`src/rtl/bram_access_arbiter.sv`:
```
// bram_access_arbiter: round-robin, burst-bounded arbitration of one BRAM port between the SPI and PDI masters
module bram_access_arbiter #(
    parameter int ADDR_W    = 17,
    parameter int MAX_BURST = 16
) (
    input  logic              clk,
    input  logic              rst,
    input  logic              spi_req,
    input  logic              spi_lock,
    input  logic              spi_we,
    input  logic [ADDR_W-1:0] spi_addr,
    input  logic [1:0]        spi_channel,
    input  logic [7:0]        spi_wdata,
    output logic              spi_gnt,
    output logic              spi_rvalid,
    output logic [7:0]        spi_rdata,
    input  logic              pdi_req,
    input  logic              pdi_we,
    input  logic [ADDR_W-1:0] pdi_addr,
    input  logic [1:0]        pdi_channel,
    input  logic [7:0]        pdi_wdata,
    output logic              pdi_gnt,
    output logic              pdi_rvalid,
    output logic [7:0]        pdi_rdata,
    output logic [ADDR_W-1:0] bram_addr,
    output logic [1:0]        bram_channel,
    output logic              bram_we,
    output logic [7:0]        bram_data_in,
    input  logic [7:0]        bram_data_out
);
    typedef enum logic [1:0] {IDLE, OWN_SPI, OWN_PDI} state_t;
    state_t state, state_nx, other;
    logic       last_pdi;
    logic [7:0] beat_cnt;
    logic       rd_v, rd_pdi;
    logic       own_req, oth_req, own_we, accepted, burst_done, lock_hold;
    always_ff @(posedge clk) begin
        if (!rst) state <= IDLE;
        else state <= state_nx;
    end
    always_comb begin
        own_req    = (state == OWN_SPI) ? spi_req : (state == OWN_PDI) ? pdi_req : 1'b0;
        own_we     = (state == OWN_SPI) ? spi_we : (state == OWN_PDI) ? pdi_we : 1'b0;
        oth_req    = (state == OWN_SPI) ? pdi_req : spi_req;
        other      = (state == OWN_SPI) ? OWN_PDI : OWN_SPI;
        accepted   = own_req;
        burst_done = beat_cnt >= 8'(MAX_BURST - 1);
        lock_hold  = (state == OWN_SPI) && spi_lock;
        // the tie in IDLE goes to whichever side did not own the BRAM last
        if (state == IDLE)
            state_nx = (spi_req && (!pdi_req || last_pdi)) ? OWN_SPI : pdi_req ? OWN_PDI : IDLE;
        else if (!own_req)
            state_nx = oth_req ? other : IDLE;
        else
            state_nx = (burst_done && oth_req && !lock_hold) ? other : state;
    end
    always_ff @(posedge clk) begin
        if (!rst) begin
            last_pdi <= 1'b1;
            beat_cnt <= 8'd0;
            rd_v     <= 1'b0;
            rd_pdi   <= 1'b0;
        end else begin
            if (state_nx != state && state_nx != IDLE) begin
                beat_cnt <= 8'd0;
                last_pdi <= (state_nx == OWN_PDI);
            end else if (accepted && beat_cnt < 8'(MAX_BURST)) begin
                beat_cnt <= beat_cnt + 8'd1;
            end
            rd_v   <= accepted && !own_we;
            rd_pdi <= (state == OWN_PDI);
        end
    end
    always_comb begin
        spi_gnt      = (state == OWN_SPI);
        pdi_gnt      = (state == OWN_PDI);
        bram_addr    = spi_gnt ? spi_addr : pdi_gnt ? pdi_addr : '0;
        bram_channel = spi_gnt ? spi_channel : pdi_gnt ? pdi_channel : 2'b00;
        bram_data_in = spi_gnt ? spi_wdata : pdi_gnt ? pdi_wdata : 8'd0;
        bram_we      = accepted && own_we;
        spi_rvalid   = rd_v && !rd_pdi;
        pdi_rvalid   = rd_v && rd_pdi;
        spi_rdata    = bram_data_out;
        pdi_rdata    = bram_data_out;
    end
endmodule

```
`config.mk`:
```
export PLATFORM = sky130hd
export DESIGN_NAME = bram_access_arbiter
export DESIGN_NICKNAME = d
export VERILOG_FILES = /design/src/rtl/bram_access_arbiter.sv
export SDC_FILE = /design/constraint.sdc
export NUM_CORES = 1
export LEC_CHECK = 0
export ABC_AREA = 1
export BUFFER_PORTS_ARGS = -buffer_cell sky130_fd_sc_hd__clkbuf_2
export CAP_MARGIN = 40
export CORE_UTILIZATION = 38
export CTS_BUF_LIST = sky130_fd_sc_hd__clkbuf_8
export CTS_CLUSTER_DIAMETER = 150
export DETAILED_ROUTE_END_ITERATION = 8
export GPL_TIMING_DRIVEN = 0
export HOLD_SLACK_MARGIN = 0.05
export PLACE_DENSITY = 0.95
export SETUP_SLACK_MARGIN = 0.02
export SLEW_MARGIN = 20
export SYNTH_ARGS = -nofsm -noshare
export SYNTH_HDL_FRONTEND = slang
export SYNTH_SLANG_ARGS = --single-unit
```
`constraint.sdc`:
```
create_clock -name clk -period 2.7 [get_ports clk]
set_input_delay 0.54 -clock clk [delete_from_list [all_inputs] [get_ports clk]]
set_output_delay 0.54 -clock clk [all_outputs]
set_load 0.01 [all_outputs]
```
==> qor.yml <==
status: "finished, final reports clean"
clockBufferDepth: 2
ys_seq_area_share_pct: 25.0
layout_min_cycle_time_ns: 2.35
num-fill-cells: 244
ant_nets: 0
layout-drive-gt1-share_pct: 54.7
crit_fanout: 10
post_drt_wl_per_cell_um: 12.6
synthCells: 142
hold_viol_final: 0
critPathCaptureType: "output port"
report.final.slew_viol_count: 0
path_clk_slew_ns: 0.05
post_cts_buffers: 0
p_per_area_nw_per_um2: 417
clock_sinks: 13
ctsHoldBuffers: 0
worst_ep_required_time_ns: 2.16
gp_congestion: 0.899
die_area_um2: 2960
synth_top_cell_by_area: "dfxtp_1"
setup_viol_count_final: 0
ys_ff_latch: 13
grt_max_degree: 11
leakagePower_uw: 0.000985
power.total_uw: 694
syn_to_final_growth_pct: 59.8
grtUsageTotal_pct: 23.1
io_pins: 117
initial_utilization_pct: 41.0
antenna_cells: 0
drt_wl_total_mm: 3.57
via_per_inst: 4.78
critPathArrivalTime_ns: 1.81
drtIter0Drc: 21
grt_overflow: 0
synth_edf_count: 0
drc: 0
firstDrtPassIters: 4
finalSetupTns_ns: 0
ys_top_cells_by_area: "dfxtp_1 (25%), a22o_1 (23%), buf_4 (12%), inv_1 (7.2%), nor2_1 (5.8%)"
cts_tree: "yes"
synthTopCellsByCount: "a22o_1 (27), inv_1 (20), buf_4 (16), nor2_1 (16), nand2_1 (14)"
synth_most_common_cell: "a22o_1"
clock_latency_ns: 0.24
row_count: 18
synth_ff_type: "dfxtp_1"
finClkSkew_ns: 0.00283
grt_antenna_before_repair: 0
max_slew_margin_pct: 71.8
synth_fp_nets: 212
max_freq_ghz: 0.426
yosysWarnings: 0
maxCapViolations: 0
chipHeight_um: 54.4
hpwl_mm: 3.09
grt_first_pass_wirelength_mm: 4.82
cts-resized-gates: 0
startpoint_type: "flip-flop"
rsz0062_at_grt: "no"
cts_max_level: 1
ir_drop_mv: 0.346
avgSynthCellArea_um2: 7.34
portBuffers: 108
regArea_um2: 260
synth_top_area_share_pct: 25.0
grt_pass1_vias: 1122
multi_input_area_um2: 558
worstMarginPinSlew_ns: 0.423
path_class: "reg -> out"
synthArstFlopShare_pct: 0
cts_made_buffers: 3
core_um2: 2540
fin_nets: 325
hold_path.class: "reg -> reg"
yosysUniqueCellTypes: 25
cts-root-buf: "clkbuf_8"
die_x_um: 54.4
vias: 1357
synth_area_um2: 1040
period_share_pct: 86.9
## path summary, 6_finish.rpt
path,startpoint,endpoint,slack [ns],depth (start not counted)
setup / recovery,state[1],bram_addr[13],0.35,7
hold / removal,beat_cnt[7],beat_cnt[7],0.42,2
setup reg to reg,beat_cnt[0],beat_cnt[2],1.14,12
hold reg to reg,beat_cnt[7],beat_cnt[7],0.42,2
## state kept, by name, summed over array words and instances (netlist names)
signal,count
rd_pdi,1
state,2
rd_v,1
beat_cnt,8
last_pdi,1
## logic make-up after synthesis
logic type / share of synthesized area (%)
fa+ha+maj: 1.20
xor+xnor: 2.52
flops: 25.0
compound gates: 27.7
simple gates: 22.1
buf+inv: 21.5
## cell type report
cell class                      count  share of cell area (%)
Inverter                           22                    4.96
Sequential cell                    13                    15.6
Multi-Input combinational cell     86                    33.5
Tap cell                           30                    2.25
Timing Repair Buffer              108                    32.5
Clock buffer                        3                    2.48
Clock inverter                      1                   0.225
Buffer                             21                    8.49
## per-stage QoR
stage	cell area [µm²]	cells	setup WS (ns)	utilization (%)	hold slack, ns
2_1_floorplan	1040	142	0.939	-	0.408
3_3_place_gp	1620	280	0.660	63.7	0.416
3_5_place_dp	1620	280	0.643	63.7	0.418
4_1_cts	1670	284	0.377	65.4	0.427
5_1_grt	1670	284	0.224	65.4	0.442
6_report	1670	284	0.354	65.4	0.424
## placed cells by master (no fill, tap or decap), types with 2 or more instances in the layout
master    instances
clkbuf_2        108
a22o_1           27
inv_1            21
nor2_1           16
buf_4            16
nand2_1          14
dfxtp_1          13
nand3_1           8
buf_1             3
o21ai_0           3
nand3_2           3
clkbuf_8          3
inv_2             2
nand2_2           2
buf_2             2
xor2_1            2
## where the power goes
part / internal [µW] / total (µW) / switching [µW]
clock network: 100 / 168 / 68.0
logic: 152 / 317 / 165
registers: 202 / 209 / 7.04
total: 454 / 694 / 240
## routing by layer
layer / global-route usage, % / vias to the layer above / part of all wire [%]
li1: - / 689 / -
met1: 27.3 / 601 / 40
met2: 36.0 / 63 / 47
met3: 11.7 / 4 / 12
met4: 7.69 / 0 / 0.70
met5: 0 / - / 0
## worst max-delay path, stage by stage, from the launching register on
cell,delay [ns]
dfxtp_1,0.34
inv_2,0.10
nand2_2,0.11
inv_1,0.10
buf_2,0.20
buf_1,0.37
a22o_1,0.23
clkbuf_2,0.13
(Power assumes the default switching activity.)
